--- config.mk ---
export PLATFORM = sky130hd
export DESIGN_NAME = matrix_print_tx
export DESIGN_NICKNAME = d
export VERILOG_FILES = /design/src/rtl/matrix_print_tx.sv
export SDC_FILE = /design/constraint.sdc
export NUM_CORES = 1
export LEC_CHECK = 0
export ABC_AREA = 1
export CORE_AREA = 3 3 121 100
export DETAILED_ROUTE_END_ITERATION = 7
export DIE_AREA = 0 0 124 103
export GPL_TIMING_DRIVEN = 0
export PLACE_DENSITY = 0.83
export SETUP_SLACK_MARGIN = 0.02
export SYNTH_ARGS = -nofsm -noshare
export SYNTH_HDL_FRONTEND = slang
export SYNTH_SLANG_ARGS = --single-unit
--- constraint.sdc ---
create_clock -name clk -period 2.85 [get_ports clk]
set_clock_uncertainty 0.1 [all_clocks]
set_input_delay 0.57 -clock clk [delete_from_list [all_inputs] [get_ports clk]]
set_output_delay 0.57 -clock clk [all_outputs]
set_load 0.005 [all_outputs]
--- src/rtl/matrix_print_tx.sv ---
// Prints an MxN matrix of 32-bit words from synchronous storage as decimal ASCII rows over an 8N1 UART.
// Define MATRIX_PRINT_HEADER_EN to emit a "<m> <n>" CR LF header line before the rows.
module matrix_print_tx #(
    parameter int CLK_FREQ  = 100_000_000,
    parameter int BAUD_RATE = 115200
) (
    input  logic        clk,
    input  logic        rst_n,
    input  logic        start,
    input  logic [7:0]  base_addr,
    input  logic [2:0]  dim_m,
    input  logic [2:0]  dim_n,
    output logic        rd_en,
    output logic [7:0]  rd_addr,
    input  logic [31:0] rd_data,
    output logic        uart_tx,
    output logic        busy,
    output logic        done,
    output logic        error
);
    localparam int CLKS_PER_BIT = CLK_FREQ / BAUD_RATE;
    localparam logic [15:0] BAUD_MAX = 16'(CLKS_PER_BIT - 1);

    typedef enum logic [3:0] {
        S_IDLE        = 4'd0,
`ifdef MATRIX_PRINT_HEADER_EN
        S_HEADER      = 4'd1,
`endif
        S_FETCH       = 4'd2,
        S_WAIT_DATA   = 4'd3,
        S_CONVERT     = 4'd4,
        S_SEND_DIGITS = 4'd5,
        S_SEND_SEP    = 4'd6,
        S_SEND_EOL    = 4'd7,
        S_DONE        = 4'd8
    } state_t;

    function automatic logic dim_ok(input logic [2:0] d);
        return (d != 3'd0) && (d <= 3'd5);
    endfunction

    // One double-dabble step: add 3 to every digit >= 5, then shift in the next binary bit.
    function automatic logic [19:0] dabble_step(input logic [19:0] bcd, input logic bit_in);
        logic [19:0] adj;
        adj = bcd;
        for (int i = 0; i < 5; i++) begin
            if (adj[i*4 +: 4] >= 4'd5) adj[i*4 +: 4] = adj[i*4 +: 4] + 4'd3;
            else                       adj[i*4 +: 4] = adj[i*4 +: 4];
        end
        return {adj[18:0], bit_in};
    endfunction

    function automatic logic [2:0] lead_idx(input logic [19:0] bcd);
        if      (bcd[19:16] != 4'd0) return 3'd4;
        else if (bcd[15:12] != 4'd0) return 3'd3;
        else if (bcd[11:8]  != 4'd0) return 3'd2;
        else if (bcd[7:4]   != 4'd0) return 3'd1;
        else                         return 3'd0;
    endfunction

    function automatic logic [3:0] bcd_digit(input logic [19:0] bcd, input logic [2:0] idx);
        case (idx)
            3'd0:    return bcd[3:0];
            3'd1:    return bcd[7:4];
            3'd2:    return bcd[11:8];
            3'd3:    return bcd[15:12];
            3'd4:    return bcd[19:16];
            default: return 4'd0;
        endcase
    endfunction

`ifdef MATRIX_PRINT_HEADER_EN
    function automatic logic [7:0] hdr_byte(input logic [2:0] idx, input logic [2:0] m, input logic [2:0] n);
        case (idx)
            3'd0:    return 8'h30 + {5'd0, m};
            3'd1:    return 8'd32;
            3'd2:    return 8'h30 + {5'd0, n};
            3'd3:    return 8'd13;
            default: return 8'd10;
        endcase
    endfunction

    logic [2:0]  hdr_idx_q;
`endif

    state_t      state_q;
    logic [2:0]  m_q, n_q, row_q, col_q, dig_idx_q;
    logic [7:0]  elem_addr_q, rd_addr_q, tx_byte_q;
    logic [15:0] bin_q;
    logic [19:0] bcd_q;
    logic [3:0]  conv_cnt_q;
    logic        star_q, eol_lf_q, rd_en_q, busy_q, done_q, error_q, tx_start_q, tx_wait_q;
    logic        tx_active_q, tx_line_q, tx_done_q;
    logic [8:0]  tx_shift_q;
    logic [3:0]  tx_bit_q;
    logic [15:0] baud_q;
    logic [19:0] dabble_d;
    logic [7:0]  send_byte_s;
    logic        last_col_s, last_row_s;

    assign dabble_d   = dabble_step(bcd_q, bin_q[15]);
    assign last_col_s = (col_q == n_q - 3'd1);
    assign last_row_s = (row_q == m_q - 3'd1);

    // Byte the current sending state wants on the line.
    always_comb begin
        send_byte_s = 8'd32;
        case (state_q)
`ifdef MATRIX_PRINT_HEADER_EN
            S_HEADER:      send_byte_s = hdr_byte(hdr_idx_q, m_q, n_q);
`endif
            S_SEND_DIGITS: send_byte_s = star_q ? 8'd42 : {4'h3, bcd_digit(bcd_q, dig_idx_q)};
            S_SEND_SEP:    send_byte_s = 8'd32;
            S_SEND_EOL:    send_byte_s = eol_lf_q ? 8'd10 : 8'd13;
            default:       send_byte_s = 8'd32;
        endcase
    end

    // UART serialiser: frame = start bit, 8 data bits LSB first, stop bit; tx_done pulses as the stop bit ends.
    always_ff @(posedge clk or negedge rst_n) begin
        if (!rst_n) begin
            tx_active_q <= 1'b0;
            tx_line_q   <= 1'b1;
            tx_done_q   <= 1'b0;
            tx_shift_q  <= 9'd0;
            tx_bit_q    <= 4'd0;
            baud_q      <= 16'd0;
        end else begin
            tx_done_q <= 1'b0;
            if (!tx_active_q) begin
                if (tx_start_q) begin
                    tx_active_q <= 1'b1;
                    tx_line_q   <= 1'b0;
                    tx_shift_q  <= {1'b1, tx_byte_q};
                    tx_bit_q    <= 4'd0;
                    baud_q      <= 16'd0;
                end else begin
                    tx_line_q <= 1'b1;
                end
            end else if (baud_q == BAUD_MAX) begin
                baud_q <= 16'd0;
                if (tx_bit_q == 4'd9) begin
                    tx_active_q <= 1'b0;
                    tx_done_q   <= 1'b1;
                    tx_line_q   <= 1'b1;
                end else begin
                    tx_line_q  <= tx_shift_q[0];
                    tx_shift_q <= {1'b1, tx_shift_q[8:1]};
                    tx_bit_q   <= tx_bit_q + 4'd1;
                end
            end else begin
                baud_q <= baud_q + 16'd1;
            end
        end
    end

    // Print sequencer; every sending state issues one byte then waits for the serialiser to finish it.
    always_ff @(posedge clk or negedge rst_n) begin
        if (!rst_n) begin
            state_q     <= S_IDLE;
            m_q         <= 3'd0;
            n_q         <= 3'd0;
            row_q       <= 3'd0;
            col_q       <= 3'd0;
            dig_idx_q   <= 3'd0;
            elem_addr_q <= 8'd0;
            rd_addr_q   <= 8'd0;
            tx_byte_q   <= 8'd0;
            bin_q       <= 16'd0;
            bcd_q       <= 20'd0;
            conv_cnt_q  <= 4'd0;
            star_q      <= 1'b0;
            eol_lf_q    <= 1'b0;
            rd_en_q     <= 1'b0;
            busy_q      <= 1'b0;
            done_q      <= 1'b0;
            error_q     <= 1'b0;
            tx_start_q  <= 1'b0;
            tx_wait_q   <= 1'b0;
`ifdef MATRIX_PRINT_HEADER_EN
            hdr_idx_q   <= 3'd0;
`endif
        end else begin
            done_q     <= 1'b0;
            error_q    <= 1'b0;
            rd_en_q    <= 1'b0;
            tx_start_q <= 1'b0;
            case (state_q)
                S_IDLE: begin
                    if (start) begin
                        if (dim_ok(dim_m) && dim_ok(dim_n)) begin
                            m_q         <= dim_m;
                            n_q         <= dim_n;
                            row_q       <= 3'd0;
                            col_q       <= 3'd0;
                            busy_q      <= 1'b1;
                            tx_wait_q   <= 1'b0;
                            elem_addr_q <= base_addr;
`ifdef MATRIX_PRINT_HEADER_EN
                            hdr_idx_q   <= 3'd0;
                            state_q     <= S_HEADER;
`else
                            rd_en_q     <= 1'b1;
                            rd_addr_q   <= base_addr;
                            state_q     <= S_FETCH;
`endif
                        end else begin
                            error_q <= 1'b1;
                        end
                    end
                end
`ifdef MATRIX_PRINT_HEADER_EN
                S_HEADER: begin
                    if (!tx_wait_q) begin
                        tx_start_q <= 1'b1;
                        tx_byte_q  <= send_byte_s;
                        tx_wait_q  <= 1'b1;
                    end else if (tx_done_q) begin
                        tx_wait_q <= 1'b0;
                        if (hdr_idx_q == 3'd4) begin
                            rd_en_q   <= 1'b1;
                            rd_addr_q <= elem_addr_q;
                            state_q   <= S_FETCH;
                        end else begin
                            hdr_idx_q <= hdr_idx_q + 3'd1;
                        end
                    end
                end
`endif
                S_FETCH: begin
                    elem_addr_q <= elem_addr_q + 8'd1;
                    state_q     <= S_WAIT_DATA;
                end
                S_WAIT_DATA: begin
                    bin_q      <= rd_data[15:0];
                    star_q     <= |rd_data[31:16];
                    bcd_q      <= 20'd0;
                    conv_cnt_q <= 4'd0;
                    state_q    <= S_CONVERT;
                end
                S_CONVERT: begin
                    if (star_q) begin
                        dig_idx_q <= 3'd0;
                        state_q   <= S_SEND_DIGITS;
                    end else begin
                        bcd_q      <= dabble_d;
                        bin_q      <= {bin_q[14:0], 1'b0};
                        conv_cnt_q <= conv_cnt_q + 4'd1;
                        if (conv_cnt_q == 4'd15) begin
                            dig_idx_q <= lead_idx(dabble_d);
                            state_q   <= S_SEND_DIGITS;
                        end
                    end
                end
                S_SEND_DIGITS: begin
                    if (!tx_wait_q) begin
                        tx_start_q <= 1'b1;
                        tx_byte_q  <= send_byte_s;
                        tx_wait_q  <= 1'b1;
                    end else if (tx_done_q) begin
                        tx_wait_q <= 1'b0;
                        if (star_q || dig_idx_q == 3'd0) begin
                            eol_lf_q <= 1'b0;
                            state_q  <= last_col_s ? S_SEND_EOL : S_SEND_SEP;
                        end else begin
                            dig_idx_q <= dig_idx_q - 3'd1;
                        end
                    end
                end
                S_SEND_SEP: begin
                    if (!tx_wait_q) begin
                        tx_start_q <= 1'b1;
                        tx_byte_q  <= send_byte_s;
                        tx_wait_q  <= 1'b1;
                    end else if (tx_done_q) begin
                        tx_wait_q <= 1'b0;
                        col_q     <= col_q + 3'd1;
                        rd_en_q   <= 1'b1;
                        rd_addr_q <= elem_addr_q;
                        state_q   <= S_FETCH;
                    end
                end
                S_SEND_EOL: begin
                    if (!tx_wait_q) begin
                        tx_start_q <= 1'b1;
                        tx_byte_q  <= send_byte_s;
                        tx_wait_q  <= 1'b1;
                    end else if (tx_done_q) begin
                        tx_wait_q <= 1'b0;
                        if (!eol_lf_q) begin
                            eol_lf_q <= 1'b1;
                        end else if (last_row_s) begin
                            col_q   <= 3'd0;
                            done_q  <= 1'b1;
                            busy_q  <= 1'b0;
                            state_q <= S_DONE;
                        end else begin
                            col_q     <= 3'd0;
                            row_q     <= row_q + 3'd1;
                            rd_en_q   <= 1'b1;
                            rd_addr_q <= elem_addr_q;
                            state_q   <= S_FETCH;
                        end
                    end
                end
                S_DONE:  state_q <= S_IDLE;
                default: state_q <= S_IDLE;
            endcase
        end
    end

    assign rd_en   = rd_en_q;
    assign rd_addr = rd_addr_q;
    assign uart_tx = tx_line_q;
    assign busy    = busy_q;
    assign done    = done_q;
    assign error   = error_q;
endmodule

# Word level (Yosys, flattened, before mapping)
# Cells that the tools add are included.
# totals
reg_bits,123
inputBits,49
out_inout_bits,13
# op_classes
n_addsub,14
order_cmp,7
eq_ne,32
muxes,122
n_bitwise,1
n_reduce_logical,35
# op_table
op,count
two-way mux 4 bit,22
two-way mux 16 bit,4
two-way mux 8 bit,8
two-way mux 3 bit,19
two-way mux 1 bit,46
case mux 20 bit (2 select lines),1
two-way mux 9 bit,4
case mux 16 bit (2 select lines),1
inequality test 2 bit (second input constant),15
case mux 4 bit (7 select lines),1
case mux 8 bit (3 select lines),1
>= comparator 4 x 3 -> 1 bit (second input constant),5
two-way mux 20 bit,1
case mux 4 bit (5 select lines),1
adder 16 x 1 -> 16 bit (second input constant),1
adder 4 x 2 -> 4 bit (second input constant),4
equality test 16 x 10 -> 1 bit (second input constant),1
equality test 4 x 3 -> 1 bit (second input constant),4
case mux 8 bit (2 select lines),1
nonzero test 4 bit,4
OR reduction 16 bit,1
AND reduction 7 bit,2
nonzero test 2 bit,7
case mux 3 bit (2 select lines),2
other kinds (35),55

# Logic depth before layout (Yosys ltp)
# depth
word_depth,10
depth_mapped,13

# Least setup slack after synthesis
# No wires, ideal clock.
# synth_path
path_type,input to register
from,in dim_n[2]
to,reg row_q[0]
setup_ns,0.117
arrival_ns,1.558
required_ns,2.633
setup_slack_ns,1.075
path_stages,9
path_buffers,0
cell_sequence,inv_1 > nand3_1 > o21ai_0 > o21ai_1 > nand2_1 > nor3_2 > nand2_1 > nand2_1 > nand2_1
# synth_between
elab_chain_len,5
# synth_rtl
item,line,rtl
start: declaration,12,"input logic [2:0] dim_n,"
less-or-equal comparator 3 bit / nonzero test 3 bit (equally long branches),39,return (d != 3'd0) && (d <= 3'd5);
logical AND 1 bit (*),39,
logical AND 1 bit (*),191,if (dim_ok(dim_m) && dim_ok(dim_n)) begin
inequality test 2 bit (no line) (*),-,
AND reduction 7 bit (no line) (*),-,
end signal: assignment,299,row_q <= row_q + 3'd1;
end: declaration,87,"logic [2:0] m_q, n_q, row_q, col_q, dig_idx_q;"
# Mark *: on every way between the ends. The rest lies on a longest branch, timed or not.
# A chain may end at the register's enable or synchronous reset.

# Worst setup path in the final report
# layout_path
from,in dim_n[2]
to,reg row_q[1]
# Same word-level chain as after synthesis.

==> results.json <==
{
  "ctsResizeCount": 0,
  "cts_root_buf": "clkbuf_16",
  "clk_pin_slew_ps": 60,
  "cp.required_ps": 3050,
  "hold_class": "in -> async",
  "fmax_mhz": 441,
  "synth-async-reset-ratio_pct": 100,
  "synth_edf_count": 0,
  "powerDensity_nw_per_um2": 508,
  "dp.cells": 1066,
  "worst_pin_slew_ps": 581,
  "fin_crit_ps": 2270,
  "diodes": 0,
  "grt_usage_pct": 26.3,
  "r2r_cells": 9,
  "core_area_sq_um": 10900,
  "wl_met1_mm": 7.53,
  "std_cell_rows": 34,
  "synth_cell_types": 47,
  "violations": "hold timing",
  "crit_top_cell": "nand2_1",
  "grt_pass1_vias": 5595,
  "drive_gt1_share_pct": 7.65,
  "cts_tree": "yes",
  "synth_ff_type": "dfrtp_1",
  "status": "finished with violations",
  "r2r_start": "m_q[0]$_DFFE_PN0P_",
  "avgSynthCellArea_sq_um": 7.81,
  "switchingPower_uw": 855,
  "setup.worst_path.start_class": "primary input",
  "fin_cells": 1098,
  "synth_seq_cells": 121,
  "syn_inst": 860,
  "pwr-share-seq_pct": 41.5,
  "dpl_cell_area_sq_um": 7530,
  "crit_fanout": 5,
  "wire_per_inst_um": 14.8,
  "via_per_inst": 5.59,
  "rsz0062_at_grt": "false",
  "die_area_sq_um": 12800,
  "io_pins": 62,
  "htree_levels": 4,
  "ff2ff_setup_slack_ps": 690,
  "combPwrFrac_pct": 3.1,
  "p_clk_share_pct": 55.4,
  "max-slew-margin-rel_pct": 61.3,
  "worstSetupPathType": "in -> reg",
  "wl_mm": 16.3,
  "grt_pass1_wl_mm": 26.5,
  "insertion_delay_ps": 420,
  "maxSlewViolCount": 0,
  "fin_area_sq_um": 8160,
  "drt_iter0_markers": 616,
  "hpwl_mm": 11.3,
  "drv_cap": 0,
  "cp_cell_sequence": "clkdlybuf4s50_1 -> inv_1 -> nand3_1 -> o21ai_0 -> o21ai_1 -> nand2_1 -> nor3_2 -> nand2_1 -> nand2_1 -> nand2_1",
  "dieWidth_um": 124,
  "critPathCaptureType": "flop",
  "r2r_end": "rd_addr[7]$_DFFE_PN0P_",
  "syn_to_final_growth_pct": 21.6,
  "hold_ws_ps": -14.6,
  "nets": 1014,
  "fp.dieH_um": 103,
  "p_int_mw": 3.29,
  "final_cell_mix": "nand2_1, dfrtp_1, inv_1, nor2_1, o21ai_0",
  "yosysWarnings": 0,
  "holdBufCountCts": 0,
  "postCtsSetupBuffers": 0,
  "dr.max_layer_used": "met4",
  "synth_area_sq_um": 6720,
  "numCtsBuffers": 17,
  "swShare_pct": 20.6,
  "synth-seq-area-share_pct": 45.1,
  "grt_start_max_net_pins": 71,
  "start_util_pct": 61.7,
  "drc_errors": 0,
  "cpPeakStageDelay_ps": 470,
  "synth_nets": 933,
  "clock-sinks": 121,
  "crit_slowest_cell": "clkdlybuf4s50_1",
  "final_hold_viol_count": 5,
  "num_vias": 6140,
  "finalCritPeriodShare_pct": 79.6,
  "setup_violations": 0,
  "grt_overflow": 0,
  "met2_length_mm": 7.55,
  "routabilityCongestion": 0.940,
  "port_buffers": 61,
  "ant_nets": 0,
  "final_common_cell": "nand2_1",
  "antenna_found_initial": 0,
  "p_leak_nw": 3.85,
  "ir_drop_mv": 0.488,
  "met3_length_mm": 1.02,
  "arrival_ps": 2470,
  "dr.pass1.iters": 6,
  "clock_path_buffers": 2
}
[stage by stage]
| step | TNS, ps | worst slack (ps) | util, % | total power, mW | hold slack [ps] |
|---|---|---|---|---|---|
| after floorplan | 0 | 1080 | - | 1.77 | 174 |
| after global placement | -433360 | -3600 | 68.9 | 1.88 | 340 |
| after detailed placement | 0 | 231 | 69.2 | 1.88 | 344 |
| after CTS | 0 | 619 | 75.0 | 4.16 | 6.38 |
| after global routing | 0 | 497 | 75.0 | 4.25 | 20.8 |
| final | 0 | 582 | 75.0 | 4.14 | -14.6 |
[final cells by class]
| cell class | instances | area [sq um] |
|---|---|---|
| Timing Repair Buffer | 62 | 639 |
| Clock buffer | 19 | 453 |
| Buffer | 18 | 85.1 |
| Fill cell | 799 | 2730 |
| Tap cell | 144 | 180 |
| Multi-Input combinational cell | 621 | 3230 |
| Sequential cell | 121 | 3030 |
| Inverter | 100 | 375 |
| Clock inverter | 13 | 175 |
[cells by family (layout without fill, tap and decap cells)]
group,count (synthesis),in the layout,share of synthesized area (%)
XOR/XNOR,23,23,3.00
flip-flops,121,121,45.1
AO/OA/AOI/OAI,158,158,13.7
adder cells (fa/ha/maj),24,24,4.47
buffers and inverters,118,212,6.86
AND/OR/NAND/NOR,414,414,26.5
multiplexers,2,2,0.335
[power by group through the flow]
stage,clock network [mW],registers (mW),logic (mW)
detailed placement,0,1.75,0.129
finish,2.30,1.72,0.127
floorplan,0,1.75,0.0178
global route,2.38,1.72,0.141
global placement,0,1.75,0.124
CTS,2.31,1.72,0.130
[registers in the layout, indices dropped and copies added, names as in the netlist, 3 cells and up]
register     count
bcd_q           20
baud_q          16
bin_q           16
tx_shift_q       9
elem_addr_q      8
rd_addr          8
tx_byte_q        6
conv_cnt_q       4
state_q          4
tx_bit_q         4
col_q            3
dig_idx_q        3
m_q              3
n_q              3
row_q            3
[layer usage]
| layer | vias up | track usage, % |
|---|---|---|
| li1 | 3010 | - |
| met1 | 2899 | 37.3 |
| met2 | 208 | 41.7 |
| met3 | 23 | 6.09 |
| met4 | 0 | 6.06 |
| met5 | - | 0 |
[worst max-delay path, delay by kind of cell]
family / cells / cell delay, ps
compound gates: 2 / 510
buf+inv: 2 / 540
simple gates: 6 / 850
[synth_stat cells, types with 2 or more instances]
cell type  instances  share of area, %
a21boi_0           2              0.22
nor4_1             7              0.65
ha_1              24               4.5
o21a_1             2              0.22
mux2_2             2              0.34
nand3b_1           3              0.34
o31ai_1           11               1.2
inv_1             88               4.9
clkbuf_1           8              0.45
xnor2_1            7              0.91
nand2_2            3              0.28
a22oi_1            7              0.78
buf_2              8              0.60
o22ai_1           22               2.0
a31oi_1            2              0.19
nand3_1           50               3.7
or2_2              2              0.19
nor2_1            77               4.3
nor2_2             4              0.37
nand4_1           17               1.6
nand2_1          233                13
o21ai_0           73               5.4
dfrtp_1          120                45
inv_2             10              0.56
o211ai_1           3              0.34
clkinv_1           2              0.11
a21oi_1           13              0.97
a2bb2oi_1          3              0.39
nor2_4             4              0.67
o21ai_1           13              0.97
nor3_1             9              0.67
xor2_1            16               2.1
[worst max path at each step]
stage	from	depth (start not counted)	slack, ps	to
floorplan	dim_n[2]	9	1080	row_q[0]$_DFFE_PN0P_
CTS	dim_n[2]	10	620	row_q[1]$_DFFE_PN0P_
global route	dim_n[2]	10	500	row_q[1]$_DFFE_PN0P_
finish	dim_n[2]	10	580	row_q[1]$_DFFE_PN0P_
detailed placement	dim_n[2]	10	230	row_q[0]$_DFFE_PN0P_
global placement	rst_n	1	-3600	elem_addr_q[7]$_DFFE_PN0P_
No activity file was read; power rests on OpenSTA's default activity.
==> RTL edit 1: new RTL, same settings <==
Re-encode `state_t` (8 states) as one-hot, 8 bits wide.
--- a/src/rtl/matrix_print_tx.sv
+++ b/src/rtl/matrix_print_tx.sv
@@ -22,16 +22,16 @@
     localparam logic [15:0] BAUD_MAX = 16'(CLKS_PER_BIT - 1);
 
-    typedef enum logic [3:0] {
-        S_IDLE        = 4'd0,
+    typedef enum logic [7:0] {
+        S_IDLE        = 8'b00000001,
 `ifdef MATRIX_PRINT_HEADER_EN
         S_HEADER      = 4'd1,
 `endif
-        S_FETCH       = 4'd2,
-        S_WAIT_DATA   = 4'd3,
-        S_CONVERT     = 4'd4,
-        S_SEND_DIGITS = 4'd5,
-        S_SEND_SEP    = 4'd6,
-        S_SEND_EOL    = 4'd7,
-        S_DONE        = 4'd8
+        S_FETCH       = 8'b00000010,
+        S_WAIT_DATA   = 8'b00000100,
+        S_CONVERT     = 8'b00001000,
+        S_SEND_DIGITS = 8'b00010000,
+        S_SEND_SEP    = 8'b00100000,
+        S_SEND_EOL    = 8'b01000000,
+        S_DONE        = 8'b10000000
     } state_t;
 
Formal check against the unedited RTL: same outputs for any inputs over 10 cycles, from zero or initial values and one cycle with rst_n low; not proved beyond that.
==> RTL edit 1 against the unedited design <==
- worst setup slack gained 0.092 ns
- synthesized area up 3.7%
- cell area grew 3.0%
- routed wire length is 1.2% higher
- synthesized cell count increased by 5.3%
- critical endpoint is now state_q[5]
- count of clock-buffer cells in the layout up 1
- sequential cell count grew 4
Power is not compared: it rests on default switching activity, and its combinational part moved more than twofold at a synthesized area within 25%.
==> RTL edit 1: results (changes against the unedited design) <==
| Metric | Value |
|---|---|
| R2R cell count | 12 (+3) |
| Reg2Reg Setup Slack | 0.73 ns (+0.04 ns) |
| Nets | 1,061 (+4.6%) |
| Detailed Route Iter0 Violations | 431 (-30%) |
| Slew headroom | 0.642 (+0.0294) |
| Post-CTS Setup Bufs | 0 (unchanged) |
| First-pass GRT wire length | 27.7 mm (+4.3%) |
| Dpl ws | 0.260 ns (+0.0291 ns) |
| Clk Latency, worst-skew pair | 0.42 ns (about the same) |
| Largest net degree at the start of global routing | 83 (+17%) |
| Warnings, synthesis | 0 (unchanged) |
| Mapped Nets | 979 (+4.9%) |
| R2R Path End | dig_idx_q[0] |
| TritonRoute pass-1 iters | 5 (-1) |
| Filler cells | 795 (-0.50%) |
| Final GP Congestion | 0.871 (-7.3%) |
| Biggest regs | bcd_q x20, baud_q x16, bin_q x16 |
| Worst Hold End | tx_shift_q[8] |
| N_diodes | 0 (unchanged) |
| Initial antenna violation count | 0 (unchanged) |
| Area share of fa/ha/maj cells after synthesis | 0.0431 (-0.00159) |
| DR WL/cell | 14.4 um (-2.9%) |
| Post-CTS Resized | 0 (unchanged) |
| Hold WC Path Type | flop to flop |
| Top cells by count, synth | 273 x nand2_1, 123 x dfrtp_1, 99 x inv_1 |
| CTS Buf Count | 17 (unchanged) |
| Crit. Startpoint | dim_n[1] |
| Root buf cell | clkbuf_16 |
| Complex-gate fraction of the synthesized area | 0.118 (-0.0189) |
| Post-Synth XOR/XNOR Area | 0.0239 (-0.00610) |
| Status | completed |
| Post-synthesis cell type count | 43 (-8.5%) |
| HP Start | tx_shift_q[8] |
| Post-DP HPWL | 11.3 mm (+0.11%) |
| Seq/Total Area, Yosys | 0.450 (-0.00149) |
| DP Area | 7780 sq um (+3.3%) |
| CP max stage delay | 0.45 ns (-0.02 ns) |
| Top cells by area, synth | dfrtp_1 44%, nand2_1 15%, o21ai_0 6.7%, inv_1 5.3%, nand3_1 5.2% |
| R2r startpoint | bcd_q[12] |
| Mux cell area share after synthesis | 0.00288 (-0.000479) |
| Total GRT Usage | 0.271 (+0.00809) |
| Top_reg_cell synth | dfrtp_1 |
| Top delay family on crit path | compound AO/OA/AOI/OAI gates |
| Vias in the first global route | 6,196 (+11%) |
| Leak | 4.11 nW |
| Hold Crit Depth | 2 |
| Layout cells sized above 1 | 0.0769 (+0.000403) |
| Crit path DAT | 2.38 ns (-0.09 ns) |
| DR vias/cell | 5.57 (-0.36%) |
| Worst-path fanout max | 5 (unchanged) |
| Synth async-reset ratio | 1.00 (unchanged) |
==> RTL edit 1: cell type report <==
type,instances,share of cell area
Timing Repair Buffer,63,0.0772
Buffer,22,0.0146
Multi-Input combinational cell,655,0.395
Clock buffer,20,0.0543
Clock inverter,12,0.0190
Tap cell,144,0.0214
Sequential cell,125,0.372
Inverter,104,0.0464
==> RTL edit 1: per-stage QoR <==
| step | util | instances | hold slack, ns | total power, W |
|---|---|---|---|---|
| 5_1_grt | 0.772 | 1145 | 0.376 | 0.00686 |
| 3_5_place_dp | 0.715 | 1112 | 0.347 | 0.00419 |
| 3_3_place_gp | 0.712 | 1111 | 0.337 | 0.00411 |
| 2_1_floorplan | - | 906 | 0.174 | 0.00360 |
| 6_report | 0.772 | 1145 | 0.356 | 0.00646 |
| 4_1_cts | 0.772 | 1145 | 0.361 | 0.00647 |
==> RTL edit 1: cell families (layout without fill, tap and decap cells) <==
family,Yosys count,in the layout
simple gates,461,461
compound gates,149,149
buf+inv,126,221
flops,125,125
fa+ha+maj,24,24
xor+xnor,19,19
mux,2,2
==> RTL edit 1: worst max-delay path by stage <==
stage                       to  slack (ns)  cells past startpoint
floorplan           rd_addr[5]        1.06                     11
global placement         rd_en       -3.82                      1
detailed placement  state_q[5]        0.26                     10
CTS                 state_q[5]        0.68                     10
global route        state_q[5]        0.49                     10
finish              state_q[5]        0.67                     10
==> RTL edit 1: tightest hold or removal path, stage by stage, from the launching register on <==
cell and delay [ns]:
dfrtp_1 0.32, inv_1 0.04, nand2_1 0.06
==> RTL edit 1: metal layers <==
metal | GRT usage | vias up | routed length, um
met5 | 0 | - | 0
met4 | 0.0623 | 0 | 169
met3 | 0.0614 | 21 | 998
met2 | 0.461 | 208 | 7860
met1 | 0.358 | 3011 | 7470
li1 | - | 3140 | -
==> RTL edit 1: power groups by stage <==
| stage | Sequential [W] | Clock (W) | Combinational [W] |
|---|---|---|---|
| after floorplan | 0.00251 | 0 | 0.00110 |
| after global placement | 0.00256 | 0 | 0.00155 |
| after detailed placement | 0.00257 | 0 | 0.00162 |
| after CTS | 0.00256 | 0.00228 | 0.00164 |
| after global routing | 0.00262 | 0.00236 | 0.00188 |
| final | 0.00256 | 0.00226 | 0.00164 |
==> RTL edit 1: repair_timing <==
action,4_1_cts,5_1_grt
hold buffers,1,0
endpoints found under the hold margin,42,0
endpoints found under the setup margin,0,0
==> RTL edit 2: new RTL, same flow settings <==
Without the edit above. Build with the macro `MATRIX_PRINT_HEADER_EN` defined.
--- a/src/rtl/matrix_print_tx.sv
+++ b/src/rtl/matrix_print_tx.sv
@@ -1,4 +1,6 @@
 // Prints an MxN matrix of 32-bit words from synchronous storage as decimal ASCII rows over an 8N1 UART.
 // Define MATRIX_PRINT_HEADER_EN to emit a "<m> <n>" CR LF header line before the rows.
+`define MATRIX_PRINT_HEADER_EN
+
 module matrix_print_tx #(
     parameter int CLK_FREQ  = 100_000_000,
Check against the original RTL: not equivalent (Yosys sat finds a counterexample within 4 cycles, from zero or initial values and one cycle with rst_n low).
==> RTL edit 2 against the unedited design <==
- worst setup slack better by 0.15 ns
- routed wire length up 5.5%
- final cell count grew 8.2%
- sequential cell count increased by 3
- critical path type unchanged
- cell area rose by 6.1%
- synthesized area is 7.7% higher
Power is not compared: it rests on default switching activity, and its combinational part moved more than twofold at a synthesized area within 25%.
==> RTL edit 2: results (changes against the unedited design) <==
| Metric | Value |
|---|---|
| Mapped Nets | 1,028 (+10%) |
| Multi-input logic cell count | 683 (+10%) |
| Drt total wl | 17.2 mm (+5.5%) |
| Hold slack | 0.0174 ns (+0.0320 ns) |
| Core area | 10,900 sq um (unchanged) |
| N_diodes | 0 (unchanged) |
| Reg2Reg Setup Slack | 0.77 ns (+0.08 ns) |
| Post-DP HPWL | 11.9 mm (+5.5%) |
| Warnings, synthesis | 0 (unchanged) |
| Layout cells sized above 1 | 0.0910 (+0.0145) |
| Dpl ws | 0.400 ns (+0.169 ns) |
| NonClk Buf Share | 0.0852 (-0.00350) |
| DR vias/cell | 5.55 (-0.82%) |
| Filler cells | 780 (-2.4%) |
| Nets | 1,109 (+9.4%) |
| TritonRoute pass-1 iters | 7 (+1) |
| Worst Tran Pin Value | 0.668 ns (+0.0871 ns) |
| Initial antenna violation count | 0 (unchanged) |
| Period Utilization, post-route | 0.745 (-0.0510) |
| Post-synthesis cell type count | 43 (-8.5%) |
| Post-route met1 wirelength | 8.09 mm (+7.4%) |
| Clk cell area share | 0.0701 (-0.00687) |
| Vias in the first global route | 6,283 (+12%) |
| # clk buffers | 26 (+7) |
| Cells after DPL | 1,156 (+8.4%) |
| Met2 usage | 0.449 (+0.0324) |
| Complex-gate fraction of the synthesized area | 0.134 (-0.00361) |
| Area share of fa/ha/maj cells after synthesis | 0.0502 (+0.00545) |
| Layout area overhead | 19.7% |
| Detailed Route Iter0 Violations | 678 (+10%) |
| Total GRT Usage | 0.290 (+0.0271) |
| Fraction of area in multi-input gates | 0.411 (+0.0156) |
| Final GP Congestion | 0.907 (-3.5%) |
| DP Area | 8050 sq um (+6.9%) |
| Worst-path fanout max | 6 (+1) |
| Metal3 WL | 1.11 mm (+9.6%) |
| First-pass GRT wire length | 29.5 mm (+11%) |
| Status | completed |
| Top cells by area, synth | dfrtp_1 43%, nand2_1 14%, o21ai_0 5.9%, inv_1 5.9%, ha_1 5.0% |
| Cell count after synthesis | 950 (+10%) |
| Post-Synth XOR/XNOR Area | 0.0157 (-0.0143) |
| CP max stage delay | 0.54 ns (+0.07 ns) |
| Seq/Total Area, Yosys | 0.429 (-0.0219) |
| Met1 Use GR | 0.415 (+0.0426) |
| FF/Latch Area | 3100 sq um (+2.5%) |
| GRT met3 Usage | 0.0587 (-0.00219) |
| DR WL/cell | 14.5 um (-2.5%) |
| Yosys reg bits | 124 (+2.5%) |
| DR WL met2 | 7.74 mm (+2.5%) |
| Crit path DAT | 2.32 ns (-0.15 ns) |
| Synth async-reset ratio | 1.00 (unchanged) |
| Signal inverters | 125 (+25%) |
RTL edit 2: power by group through the flow:
stage / registers, W / logic, W / clock network [W]
finish: 0.00272 / 0.00293 / 0.00224
global route: 0.00279 / 0.00334 / 0.00233
detailed placement: 0.00272 / 0.00286 / 0
floorplan: 0.00263 / 0.00212 / 0
global placement: 0.00271 / 0.00276 / 0
CTS: 0.00271 / 0.00292 / 0.00225
RTL edit 2: path summary, 6_finish.rpt:
check	depth (start not counted)	to	start
min in group clk	2	tx_shift_q[8]	tx_shift_q[8]
max in group asynchronous	2	uart_tx	rst_n
hold / removal	1	bcd_q[11]	rst_n
setup / recovery	10	col_q[2]	dim_m[1]
hold reg to reg	2	tx_shift_q[8]	tx_shift_q[8]
setup reg to reg	8	tx_bit_q[2]	baud_q[0]
